$ cat config.mk
export PLATFORM = sky130hd
export DESIGN_NAME = maze_dfs_explorer
export DESIGN_NICKNAME = d
export VERILOG_FILES = /design/src/rtl/maze_dfs_explorer.sv
export SDC_FILE = /design/constraint.sdc
export NUM_CORES = 1
export LEC_CHECK = 0
export CORE_MARGIN = 5
export CORE_UTILIZATION = 35
export DETAILED_ROUTE_END_ITERATION = 8
export PLACE_DENSITY = 0.54
export SLEW_MARGIN = 20
export SYNTH_ARGS = -nofsm -noshare
export SYNTH_HDL_FRONTEND = slang
export SYNTH_SLANG_ARGS = --single-unit
$ cat constraint.sdc
create_clock -name clk -period 8.59 [get_ports clk]
set_input_delay 2.577 -clock clk [delete_from_list [all_inputs] [get_ports clk]]
set_output_delay 2.577 -clock clk [all_outputs]
set_load 0.02 [all_outputs]
$ cat src/rtl/maze_dfs_explorer.sv
// maze_dfs_explorer
//   Depth-first search over a 16x16 bit map held in an external maze memory
//   (0 = open, 1 = wall). Each visited cell is marked by writing 1. A stack
//   of 2-bit move directions supports backtracking. After the search ends,
//   the solved path is read back one move at a time through path_idx/path_dir.
//
// Ports
//   clk, rst_n          clock (rising edge), asynchronous active-low reset
//   start               1-cycle pulse, honoured only in IDLE, DONE or FAIL
//   mem_x, mem_y        registered cell address to the maze memory
//   mem_rd, mem_wr      1-cycle strobes, never asserted together
//   mem_din             write data (visited mark, always 1 once out of reset)
//   mem_dout            read data, valid the cycle after mem_rd
//   busy, done, fail    search status; done/fail are held until the next start
//   path_len            moves on the path (stack count)
//   path_idx, path_dir  path readout; 0=N(x-1) 1=E(y+1) 2=S(x+1) 3=W(y-1)
module maze_dfs_explorer #(
  parameter logic [3:0]  START_X = 4'd0,
  parameter logic [3:0]  START_Y = 4'd0,
  parameter logic [3:0]  GOAL_X  = 4'd15,
  parameter logic [3:0]  GOAL_Y  = 4'd15,
  parameter int unsigned DEPTH   = 256
) (
  input  logic       clk,
  input  logic       rst_n,
  input  logic       start,
  output logic [3:0] mem_x,
  output logic [3:0] mem_y,
  output logic       mem_rd,
  output logic       mem_wr,
  output logic       mem_din,
  input  logic       mem_dout,
  output logic       busy,
  output logic       done,
  output logic       fail,
  output logic [8:0] path_len,
  input  logic [7:0] path_idx,
  output logic [1:0] path_dir
);

  localparam int unsigned AW = (DEPTH > 1) ? $clog2(DEPTH) : 1;

  typedef enum logic [3:0] {
    S_IDLE,
    S_CHK0,
    S_CHK0E,
    S_MARK,
    S_PROBE,
    S_EVAL,
    S_NEXT,
    S_POP,
    S_DONE,
    S_FAIL
  } state_t;

  state_t     state;
  logic [3:0] cur_x;
  logic [3:0] cur_y;
  logic [1:0] dir;
  logic [8:0] count;
  logic [1:0] stack [DEPTH];

  // True when the neighbour of (x,y) in direction d lies on the map.
  function automatic logic nbr_ok(input logic [3:0] x, input logic [3:0] y,
                                  input logic [1:0] d);
    logic ok;
    case (d)
      2'd0:    ok = (x != 4'd0);
      2'd1:    ok = (y != 4'd15);
      2'd2:    ok = (x != 4'd15);
      default: ok = (y != 4'd0);
    endcase
    return ok;
  endfunction

  // Neighbour coordinates {x, y}; only meaningful when nbr_ok holds.
  function automatic logic [7:0] step(input logic [3:0] x, input logic [3:0] y,
                                      input logic [1:0] d);
    logic [7:0] r;
    case (d)
      2'd0:    r = {x - 4'd1, y};
      2'd1:    r = {x, y + 4'd1};
      2'd2:    r = {x + 4'd1, y};
      default: r = {x, y - 4'd1};
    endcase
    return r;
  endfunction

  logic          at_goal;
  logic          first_ok;
  logic [7:0]    first_xy;
  logic          probe_ok;
  logic [7:0]    probe_xy;
  logic [1:0]    next_dir;
  logic          next_ok;
  logic [7:0]    next_xy;
  logic [AW-1:0] top_idx;
  logic [1:0]    top_dir;
  logic [7:0]    back_xy;
  logic          stack_full;
  logic          push_en;

  always_comb begin
    at_goal    = (cur_x == GOAL_X) && (cur_y == GOAL_Y);
    first_ok   = nbr_ok(cur_x, cur_y, 2'd0);
    first_xy   = step(cur_x, cur_y, 2'd0);
    probe_ok   = nbr_ok(cur_x, cur_y, dir);
    probe_xy   = step(cur_x, cur_y, dir);
    next_dir   = dir + 2'd1;
    next_ok    = nbr_ok(cur_x, cur_y, next_dir);
    next_xy    = step(cur_x, cur_y, next_dir);
    top_idx    = AW'(count - 9'd1);
    top_dir    = stack[top_idx];
    // Stepping back reverses the popped move: opposite direction is d ^ 2.
    back_xy    = step(cur_x, cur_y, top_dir ^ 2'd2);
    stack_full = (count == 9'(DEPTH));
    push_en    = (state == S_EVAL) && !mem_dout && !stack_full;
  end

  assign path_len = count;
  assign path_dir = stack[AW'(path_idx)];

  // Stack storage has no reset: contents survive DONE/FAIL for readout.
  always_ff @(posedge clk) begin
    if (push_en) begin
      stack[AW'(count)] <= dir;
    end
  end

  // The read strobe and address for a probe are issued on the transition
  // into PROBE, so the data is back from memory while in EVAL.
  always_ff @(posedge clk or negedge rst_n) begin
    if (!rst_n) begin
      state   <= S_IDLE;
      cur_x   <= START_X;
      cur_y   <= START_Y;
      dir     <= '0;
      count   <= '0;
      mem_x   <= '0;
      mem_y   <= '0;
      mem_rd  <= 1'b0;
      mem_wr  <= 1'b0;
      mem_din <= 1'b0;
      busy    <= 1'b0;
      done    <= 1'b0;
      fail    <= 1'b0;
    end else begin
      mem_din <= 1'b1;
      case (state)
        S_IDLE, S_DONE, S_FAIL: begin
          if (start) begin
            done   <= 1'b0;
            fail   <= 1'b0;
            busy   <= 1'b1;
            count  <= '0;
            dir    <= '0;
            cur_x  <= START_X;
            cur_y  <= START_Y;
            mem_x  <= START_X;
            mem_y  <= START_Y;
            mem_rd <= 1'b1;
            state  <= S_CHK0;
          end
        end

        S_CHK0: begin
          mem_rd <= 1'b0;
          state  <= S_CHK0E;
        end

        S_CHK0E: begin
          if (mem_dout) begin
            busy  <= 1'b0;
            fail  <= 1'b1;
            state <= S_FAIL;
          end else begin
            mem_wr <= 1'b1;
            state  <= S_MARK;
          end
        end

        S_MARK: begin
          mem_wr <= 1'b0;
          if (at_goal) begin
            busy  <= 1'b0;
            done  <= 1'b1;
            state <= S_DONE;
          end else begin
            dir <= 2'd0;
            if (first_ok) begin
              mem_rd <= 1'b1;
              {mem_x, mem_y} <= first_xy;
            end
            state <= S_PROBE;
          end
        end

        S_PROBE: begin
          mem_rd <= 1'b0;
          state  <= probe_ok ? S_EVAL : S_NEXT;
        end

        S_EVAL: begin
          if (!mem_dout) begin
            if (stack_full) begin
              busy  <= 1'b0;
              fail  <= 1'b1;
              state <= S_FAIL;
            end else begin
              count          <= count + 9'd1;
              {cur_x, cur_y} <= probe_xy;
              {mem_x, mem_y} <= probe_xy;
              mem_wr         <= 1'b1;
              state          <= S_MARK;
            end
          end else begin
            state <= S_NEXT;
          end
        end

        S_NEXT: begin
          if (dir != 2'd3) begin
            dir <= next_dir;
            if (next_ok) begin
              mem_rd <= 1'b1;
              {mem_x, mem_y} <= next_xy;
            end
            state <= S_PROBE;
          end else begin
            state <= S_POP;
          end
        end

        S_POP: begin
          if (count == '0) begin
            busy  <= 1'b0;
            fail  <= 1'b1;
            state <= S_FAIL;
          end else begin
            count          <= count - 9'd1;
            {cur_x, cur_y} <= back_xy;
            dir            <= top_dir;
            state          <= S_NEXT;
          end
        end

        default: state <= S_IDLE;
      endcase
    end
  end

endmodule

==> impl_metrics.env, run 1 <==
export IMPL_netlist_area_um2=28260
export IMPL_cp_start_kind="primary input"
export IMPL_synth_distinct_cells=81
export IMPL_setup_violations=0
export IMPL_yosysTopAreaCell="edfxtp_1"
export IMPL_antenna_found_initial=1
export IMPL_arrival_ns=5.84
export IMPL_syn_inst=1865
export IMPL_multi_input_area_um2=11230
export IMPL_die_w_um=294.1
export IMPL_finalHoldViolations=0
export IMPL_dp_hpwl_um=54840
export IMPL_setup_tns_ns=0
export IMPL_synth_top_cell_area_share_pct=54.41
export IMPL_path_cells="clkbuf_8 > buf_12 > buf_12 > mux4_2 > mux4_2 > mux4_2 > mux4_2 > clkdlybuf4s50_1"
export IMPL_grt_max_degree=105
export IMPL_rsz0062_at_grt="false"
export IMPL_cap_violations=0
export IMPL_p_leak_nw=9.985
export IMPL_viasPerCell=6.134
export IMPL_grt_pass1_vias=18572
export IMPL_die_y_um=294.1
export IMPL_clk_latency_ns=0.64
export IMPL_crit_fanout=16
export IMPL_synth_edf_count=512
export IMPL_cts_sinks=549
export IMPL_drt_pre_antenna_iters=8
export IMPL_postCtsHoldBufs=0
export IMPL_slowest_delay_ns=0.56
export IMPL_max_slew_worst_pin_slew_ns=1.113
export IMPL_cp_data_required_time_ns=6.01
export IMPL_io_pin_count=37
export IMPL_clkSlewWorstSetupHoldPaths_ns=0.06
export IMPL_critical_path_slowest_cell="clkdlybuf4s50_1"
export IMPL_ant_nets=0
export IMPL_area_growth_pct=12.81
export IMPL_clk_path_buf_depth=3
export IMPL_drt_total_wl_um=85900
export IMPL_whs_ns=0.4854
export IMPL_worst_setup_path_type="in2out"
export IMPL_slew_violations=0
export IMPL_cts_resized=0
export IMPL_die_area_um2=86520
export IMPL_drt_iter0_markers=1981
export IMPL_synth_flop_cell="edfxtp_1"
export IMPL_cts_setup_buffers=0
export IMPL_ys_seq_elements=549
export IMPL_cp_end_kind="output port"
export IMPL_status="complete, no violations"
export IMPL_wl_per_cell_um=28.85
export IMPL_crit_top_cell="mux4_2"
export IMPL_regArea_um2=16310
export IMPL_drive_gt1_share_pct=25.00
export IMPL_htree_levels=2
export IMPL_grt_ovfl_total=0
export IMPL_grt_pass1_wl_um=126100
export IMPL_min_path_type="reg2reg"
export IMPL_portBuffers=36
export IMPL_max_freq_mhz=118.8
export IMPL_n_fill_cell=7261
export IMPL_place_congestion=0.8435
export IMPL_initial_core_util_pct=35.20
export IMPL_peakVddDrop_mv=0.3774
export IMPL_max_slew_margin_rel_pct=25.79
export IMPL_cts_buffers=58
export IMPL_fin_util_pct=39.70
export IMPL_fin_crit_ns=8.419
export IMPL_cts_tree="built"
export IMPL_clock_skew_ns=0.02051
export IMPL_synth_area_leaders="edfxtp_1, mux4_2, nor2_1"
export IMPL_finalNetCount=1893
export IMPL_drc=0
export IMPL_seq_area_frac_synth_pct=57.69
export IMPL_yosys_warnings=0
export IMPL_synthArstFlopShare_pct=6.740
export IMPL_power_density_nw_per_um2=347.5
export IMPL_grt_usage_pct=19.47
export IMPL_cts_root_buf="clkbuf_16"
export IMPL_fp_row_count=104
export IMPL_synth_common_cells="edfxtp_1, nor2_1, mux4_2"
export IMPL_syn_mean_instance_area_um2=15.15
export IMPL_synth_most_common_cell="edfxtp_1"
export IMPL_period_share_pct=98.01
export IMPL_core_area_um2=80290
export IMPL_routed_via_count=18262
export IMPL_syn_num_nets=1891
[cell type report]
| type | count | area share, % |
|---|---|---|
| flip-flops and latches | 549 | 51.17 |
| clock buffers | 64 | 4.753 |
| inverters | 21 | 0.2473 |
| multi-input cells | 1148 | 35.24 |
| repair buffers | 89 | 2.818 |
| clock inverters | 45 | 1.605 |
| well taps | 1060 | 4.161 |
| diodes | 1 | 0.007850 |
[worst paths after layout]
path                                  start           to  slack, ns  cells after the start
worst max-delay path            path_idx[0]  path_dir[1]       0.17                      8
worst min-delay path                   busy         busy       0.49                      2
worst max register to register  path_len[0]     cur_x[3]       3.00                     13
worst min register to register         busy         busy       0.49                      2
max in group asynchronous             rst_n  path_len[0]       5.87                      1
min in group asynchronous             rst_n     mem_y[2]       2.07                      1
[cell families (layout without fill, tap and decap cells)]
| kind of cell | Yosys count | after routing | share of synthesized area, % |
|---|---|---|---|
| AND/OR/NAND/NOR | 588 | 588 | 8.763 |
| flip-flops | 549 | 549 | 57.69 |
| multiplexers | 329 | 329 | 24.58 |
| AO/OA/AOI/OAI | 202 | 202 | 5.008 |
| buffers and inverters | 168 | 219 | 2.803 |
| adder cells (fa/ha/maj) | 14 | 14 | 0.6199 |
| XOR/XNOR | 14 | 14 | 0.5269 |
| other | 1 | 2 | 0.01327 |
[registers in the layout (all words and copies together) (netlist names)]
name and flops:
stack 512, path_len 9, cur_x 4, cur_y 4, mem_x 4, mem_y 4, state 4, dir 2
busy 1, done 1, fail 1, mem_din 1, mem_rd 1, mem_wr 1
[metal layers]
layer  part of all wire (%)  GRT usage (%)  routed length (um)
met1                     39          25.53               33530
met2                     47          31.53               40780
met3                    9.4          5.140                8043
met4                    4.1          7.011                3531
met5                  0.014              0                  12
[through the flow]
step | total power [mW] | setup WS, ns | instance area, um^2 | cells
floorplan | 6.848 | 0.3885 | 28260 | 1865
global placement | 8.332 | 0.1777 | 29830 | 2867
detailed placement | 8.399 | 0.1616 | 29830 | 2867
CTS | 11.06 | 0.1614 | 31860 | 2976
global route | 11.52 | 0.1101 | 31870 | 2976
finish | 11.08 | 0.1713 | 31880 | 2977
[critical path, delay by kind of cell]
kind / cells / cell delay [ns]
multiplexers: 4 / 2.08
buffers and inverters: 4 / 1.14
[placed cells by master, fill, tap and decap left out, types with 11 or more instances in the layout]
| cell type | instances |
|---|---|
| a21oi_1 | 33 |
| a221oi_1 | 13 |
| a22oi_1 | 13 |
| a31oi_1 | 18 |
| and3_1 | 12 |
| buf_12 | 12 |
| buf_4 | 41 |
| clkbuf_16 | 59 |
| clkdlybuf4s50_1 | 31 |
| clkinv_2 | 11 |
| dfrtp_1 | 34 |
| edfxtp_1 | 512 |
| ha_1 | 13 |
| inv_1 | 20 |
| mux2_2 | 13 |
| mux2i_1 | 28 |
| mux4_2 | 279 |
| nand2_1 | 143 |
| nand3_1 | 36 |
| nor2_1 | 327 |
| nor3_1 | 11 |
| o21ai_0 | 33 |
| o22ai_1 | 15 |
[power by group]
part / switching (mW) / leakage (nW) / internal, mW
logic: 3.06 / 3.85 / 1.77
clock network: 1.11 / 0.982 / 1.55
registers: 0.240 / 5.15 / 3.35
No activity file was read; power rests on OpenSTA's default activity.
==> run 2: changes to the inputs <==
Settings changed: CORE_UTILIZATION 35 to 58, PLACE_DENSITY 0.54 to 0.79.
Clock period 8.59 ns to 10.4 ns, I/O delays scaled along.
==> run 2 against run 1 <==
Total power shrank 19%. Clock skew fell by 0.0053 ns. Register-to-register slack improved by 1.5 ns. Utilization increased by 25 points. Die area down 38%. Setup slack improved by 0.53 ns. Worst hold slack worse by 0.0037 ns. Cell count decreased by 15%. Via count increased by 3.5%. Sequential power down 17%.
==> impl_metrics.env, run 2 (synthesis gave the netlist of run 1 again) <==
export IMPL_status="complete, no violations"
export IMPL_combPwrFrac_pct=42.9
export IMPL_worst_setup_path_type="in2out"
export IMPL_drt_total_wl_um=79850
export IMPL_cts_setup_buffers=0
export IMPL_cp_end_kind="output port"
export IMPL_clkSlewWorstSetupHoldPaths_ns=0.06
export IMPL_power_density_nw_per_um2=290.2
export IMPL_wl_per_cell_um=31.71
export IMPL_grt_max_degree=115
export IMPL_routed_via_count=18901
export IMPL_critPathBufInv=3
export IMPL_max_freq_mhz=103.2
export IMPL_p_leak_nw=9.874
export IMPL_regMostFlops="stack"
export IMPL_regArea_um2=16310
export IMPL_fp_row_count=80
export IMPL_max_slew_worst_pin_slew_ns=1.209
export IMPL_setup_violations=0
export IMPL_period_share_pct=93.21
export IMPL_slowest_delay_ns=0.59
export IMPL_area_growth_pct=9.994
export IMPL_clk_path_buf_depth=3
export IMPL_n_fill_cell=3269
export IMPL_min_path_type="reg2reg"
export IMPL_die_area_um2=53230
export IMPL_cp_start_kind="primary input"
export IMPL_final_common_cell="edfxtp_1"
export IMPL_clock_skew_ns=0.01523
export IMPL_r2r_slack_ns=4.55
export IMPL_rsz0062_at_grt="false"
export IMPL_setup_ws_ns=0.7057
export IMPL_antennaDiodeCount=0
export IMPL_portBuffers=36
export IMPL_die_w_um=230.7
export IMPL_clk_latency_ns=0.64
export IMPL_drt_pre_antenna_iters=7
export IMPL_whs_ns=0.4817
export IMPL_grt_ovfl_total=0
export IMPL_setup_tns_ns=0
export IMPL_postCtsHoldBufs=0
export IMPL_arrival_ns=6.57
export IMPL_pwr_share_clk_pct=24.0
export IMPL_swShare_pct=39.15
export IMPL_crit_top_cell="mux4_2"
export IMPL_io_pin_count=37
export IMPL_p_sw_mw=3.531
export IMPL_multi_input_area_um2=11200
export IMPL_critPathTopFamily="multiplexers"
export IMPL_grt_usage_pct=29.85
export IMPL_place_congestion=0.9418
export IMPL_antenna_found_initial=2
export IMPL_die_y_um=230.7
export IMPL_cts_buffers=58
export IMPL_finalNetCount=1881
export IMPL_cts_resized=0
export IMPL_peakVddDrop_mv=0.2734
export IMPL_finalHoldViolations=0
export IMPL_crit_fanout=39
export IMPL_final_cell_mix="edfxtp_1, nor2_1, mux4_2, nand2_1, clkbuf_16"
export IMPL_max_slew_margin_rel_pct=19.19
export IMPL_initial_core_util_pct=58.94
export IMPL_cts_tree="built"
export IMPL_path_cells="clkbuf_8 > buf_12 > mux4_2 > mux4_2 > mux4_2 > mux4_2 > clkdlybuf4s50_1"
export IMPL_cts_root_buf="clkbuf_16"
export IMPL_fin_crit_ns=9.694
export IMPL_drc=0
export IMPL_dp_hpwl_um=49600
export IMPL_grt_pass1_vias=18383
export IMPL_place_ws_ns=0.7219
export IMPL_grt_pass1_wl_um=119200
export IMPL_cap_violations=0
export IMPL_cts_sinks=549
export IMPL_power_frac_seq_pct=33.1
export IMPL_power_internal_mw=5.489
export IMPL_slew_violations=0
export IMPL_critical_path_slowest_cell="mux4_2"
export IMPL_ant_nets=0
export IMPL_power_mw=9.019
export IMPL_viasPerCell=7.506
export IMPL_drt_iter0_markers=3228
export IMPL_fin_util_pct=64.83
export IMPL_htree_levels=2
export IMPL_cp_data_required_time_ns=7.28
export IMPL_largest_reg_flops=512
export IMPL_core_area_um2=47950
export IMPL_drive_gt1_share_pct=23.54
-- run 2: path summary, 6_finish.rpt --
check,from,endpoint,depth (start not counted)
hold / removal,busy,busy,2
setup / recovery,path_idx[0],path_dir[0],7
hold reg to reg,busy,busy,2
setup reg to reg,path_len[0],cur_y[2],12
max in group asynchronous,rst_n,dir[0],1
min in group asynchronous,rst_n,path_len[3],1
-- run 2: worst register-to-register path, cell delays in order, from the launching register on --
cell and delay (ns):
dfrtp_4 0.85, clkinv_1 0.29, ha_4 0.61, buf_4 0.59, nor2b_1 0.93, a32oi_1 0.10
a31oi_1 0.26, nor4_1 0.15, nor4_1 0.95, o21ai_1 0.46, nand2_2 0.25, mux2i_1 0.20
nand3_1 0.08
-- run 2: power groups by stage --
| stage | registers (mW) | clock network (mW) | logic [mW] |
|---|---|---|---|
| after detailed placement | 3.03 | 0 | 3.71 |
| after global routing | 3.01 | 2.27 | 4.01 |
| after global placement | 3.02 | 0 | 3.66 |
| final | 2.99 | 2.16 | 3.87 |
| after CTS | 2.98 | 2.17 | 3.75 |
| after floorplan | 3.10 | 0 | 2.55 |
-- run 2: layout make-up --
type / instances / share of cell area, %
Sequential cell: 549 / 52.48
Tap cell: 615 / 2.476
Clock buffer: 67 / 4.778
Timing Repair Buffer: 77 / 2.399
Inverter: 21 / 0.2536
Multi-Input combinational cell: 1148 / 36.03
Clock inverter: 41 / 1.582
-- run 2: through the flow --
step	cells	area [um^2]
after floorplan	1865	28260
after global routing	2518	31080
final	2518	31080
after global placement	2410	29100
after detailed placement	2410	29100
after CTS	2518	31070
-- run 2: metal layers --
| layer | global-route usage [%] | vias up | share of wire, % |
|---|---|---|---|
| met5 | 0 | - | 0.018 |
| met4 | 12.11 | 4 | 5.1 |
| met3 | 9.241 | 292 | 15 |
| met2 | 46.16 | 1750 | 46 |
| met1 | 40.31 | 9428 | 34 |
| li1 | - | 7427 | - |
==> run 3: changes to the inputs <==
Settings changed: GPL_ROUTABILITY_DRIVEN from default to 0.
Clock period 10.4 ns to 9.15 ns, I/O delays scaled along.
==> run 3 against run 2 <==
Largest power group unchanged. Critical path type unchanged. Global-route usage increased by 0.27 points. Design area about the same. Clock power is 11% higher. Clock skew rose by 0.0077 ns. Critical endpoint unchanged. Largest cell class unchanged. Non-clock buffer count rose by 3. Total power is 13% higher.
==> impl_metrics.env, run 3 (synthesis gave the netlist of run 1 again) <==
export IMPL_max_slew_worst_pin_slew_ns=1.298
export IMPL_die_y_um=230.7
export IMPL_r2r_cells=13
export IMPL_largest_reg_flops=512
export IMPL_die_w_um=230.7
export IMPL_drive_gt1_share_pct=24.25
export IMPL_wl_per_cell_um=31.84
export IMPL_slowest_delay_ns=0.57
export IMPL_routed_via_count=19025
export IMPL_arrival_ns=6.11
export IMPL_critPathBufInv=3
export IMPL_fp_row_count=80
export IMPL_drt_pre_antenna_iters=7
export IMPL_n_fill_cell=3192
export IMPL_grt_usage_pct=30.12
export IMPL_grt_max_degree=114
export IMPL_critical_path_slowest_cell="clkdlybuf4s50_1"
export IMPL_crit_top_cell="mux4_2"
export IMPL_min_path_cells=2
export IMPL_max_freq_mhz=112.9
export IMPL_regArea_um2=16310
export IMPL_fin_cells=2517
export IMPL_cp_start_kind="primary input"
export IMPL_final_common_cell="edfxtp_1"
export IMPL_viasPerCell=7.559
export IMPL_antenna_found_initial=1
export IMPL_initial_core_util_pct=58.94
export IMPL_grt_ovfl_total=0
export IMPL_drt_total_wl_um=80150
export IMPL_worst_setup_path_type="in2out"
export IMPL_cp_end_kind="output port"
export IMPL_cts_root_buf="clkbuf_16"
export IMPL_io_pin_count=37
export IMPL_cts_tree="built"
export IMPL_area_growth_pct=9.954
export IMPL_finalHoldViolations=0
export IMPL_cp_data_required_time_ns=6.41
export IMPL_clock_skew_ns=0.02289
export IMPL_cap_violations=0
export IMPL_grt_pass1_wl_um=120900
export IMPL_peakVddDrop_mv=0.3022
export IMPL_setup_violations=0
export IMPL_portBuffers=36
export IMPL_ant_nets=0
export IMPL_cts_sinks=549
export IMPL_grt_pass1_vias=18724
export IMPL_slew_violations=0
export IMPL_min_path_type="reg2reg"
export IMPL_power_mw=10.18
export IMPL_critPathTopFamily="multiplexers"
export IMPL_p_leak_nw=9.876
export IMPL_max_slew_margin_rel_pct=12.73
export IMPL_drc=0
export IMPL_cp_num_cells=7
export IMPL_core_area_um2=47950
export IMPL_setup_tns_ns=0
export IMPL_fin_crit_ns=8.854
export IMPL_drt_iter0_markers=3306
export IMPL_crit_fanout=36
export IMPL_clk_path_buf_depth=3
export IMPL_period_share_pct=96.76
export IMPL_cts_resized=0
export IMPL_clkSlewWorstSetupHoldPaths_ns=0.06
export IMPL_cts_setup_buffers=0
export IMPL_final_cell_mix="edfxtp_1, nor2_1, mux4_2, nand2_1, clkbuf_16"
export IMPL_cts_buffers=56
export IMPL_power_density_nw_per_um2=327.6
export IMPL_path_cells="clkbuf_8 > buf_12 > mux4_2 > mux4_2 > mux4_2 > mux4_2 > clkdlybuf4s50_1"
export IMPL_finalNetCount=1882
export IMPL_status="complete, no violations"
export IMPL_postCtsHoldBufs=0
export IMPL_dp_hpwl_um=49670
export IMPL_multi_input_area_um2=11210
export IMPL_clk_latency_ns=0.63
export IMPL_rsz0062_at_grt="false"
export IMPL_htree_levels=2
export IMPL_regMostFlops="stack"
export IMPL_dp_cells=2413
export IMPL_die_area_um2=53230
run 3: cell count changes in the layout (fill, tap and decap cells not counted), sizes merged:
cell / previous run / this run
diode: 0 / 1
clkinvlp: 1 / 3
clkinv: 28 / 29
clkbuf: 68 / 64
inv: 23 / 20
bufinv: 10 / 9
buf: 45 / 48
run 3: worst paths after layout:
kind	from	endpoint	slack (ns)
min reg2reg	busy	busy	0.49
max in group asynchronous	rst_n	dir[1]	6.26
max reg2reg	path_len[0]	cur_y[2]	3.12
min in group asynchronous	rst_n	path_len[8]	2.25
min	busy	busy	0.49
max	path_idx[0]	path_dir[0]	0.30
run 3: cell type report:
cell class	instances	share of cell area (%)
Multi-Input combinational cell	1148	36.07
Antenna cell	1	0.008054
Clock buffer	63	4.732
Tap cell	615	2.477
Timing Repair Buffer	80	2.513
Sequential cell	549	52.50
Inverter	21	0.2537
Clock inverter	40	1.446
run 3: routing by layer:
metal | vias to the layer above | track usage (%) | part of all wire [%]
met5 | - | 0.6434 | 0.089
met4 | 4 | 14.71 | 5.9
met3 | 331 | 8.196 | 14
met2 | 1745 | 45.76 | 46
met1 | 9528 | 40.99 | 34
li1 | 7417 | - | -
run 3: worst reg2reg max path, delay by kind of cell, from the launching register on:
kind / cells / cell delay (ns)
flops: 1 / 0.82
compound gates: 1 / 0.10
simple gates: 7 / 2.54
buf+inv: 3 / 1.13
mux: 1 / 0.34
fa+ha+maj: 1 / 1.04
run 3: through the flow:
stage               hold slack (ns)  area [um^2]  utilization [%]  setup WS, ns
floorplan                    0.5825        28260                -        0.6125
global placement             0.4639        29130            60.76        0.3551
detailed placement           0.4794        29130            60.76        0.3269
CTS                          0.4937        31050            64.76        0.3231
global route                 0.5073        31070            64.80        0.2469
finish                       0.4867        31070            64.80        0.2964
run 3: where the power goes:
part           internal (mW)  total, mW  switching (mW)
registers               3.15       3.37           0.222
logic                   1.63       4.41            2.78
clock network           1.41       2.40           0.989
total                   6.19       10.2            3.99
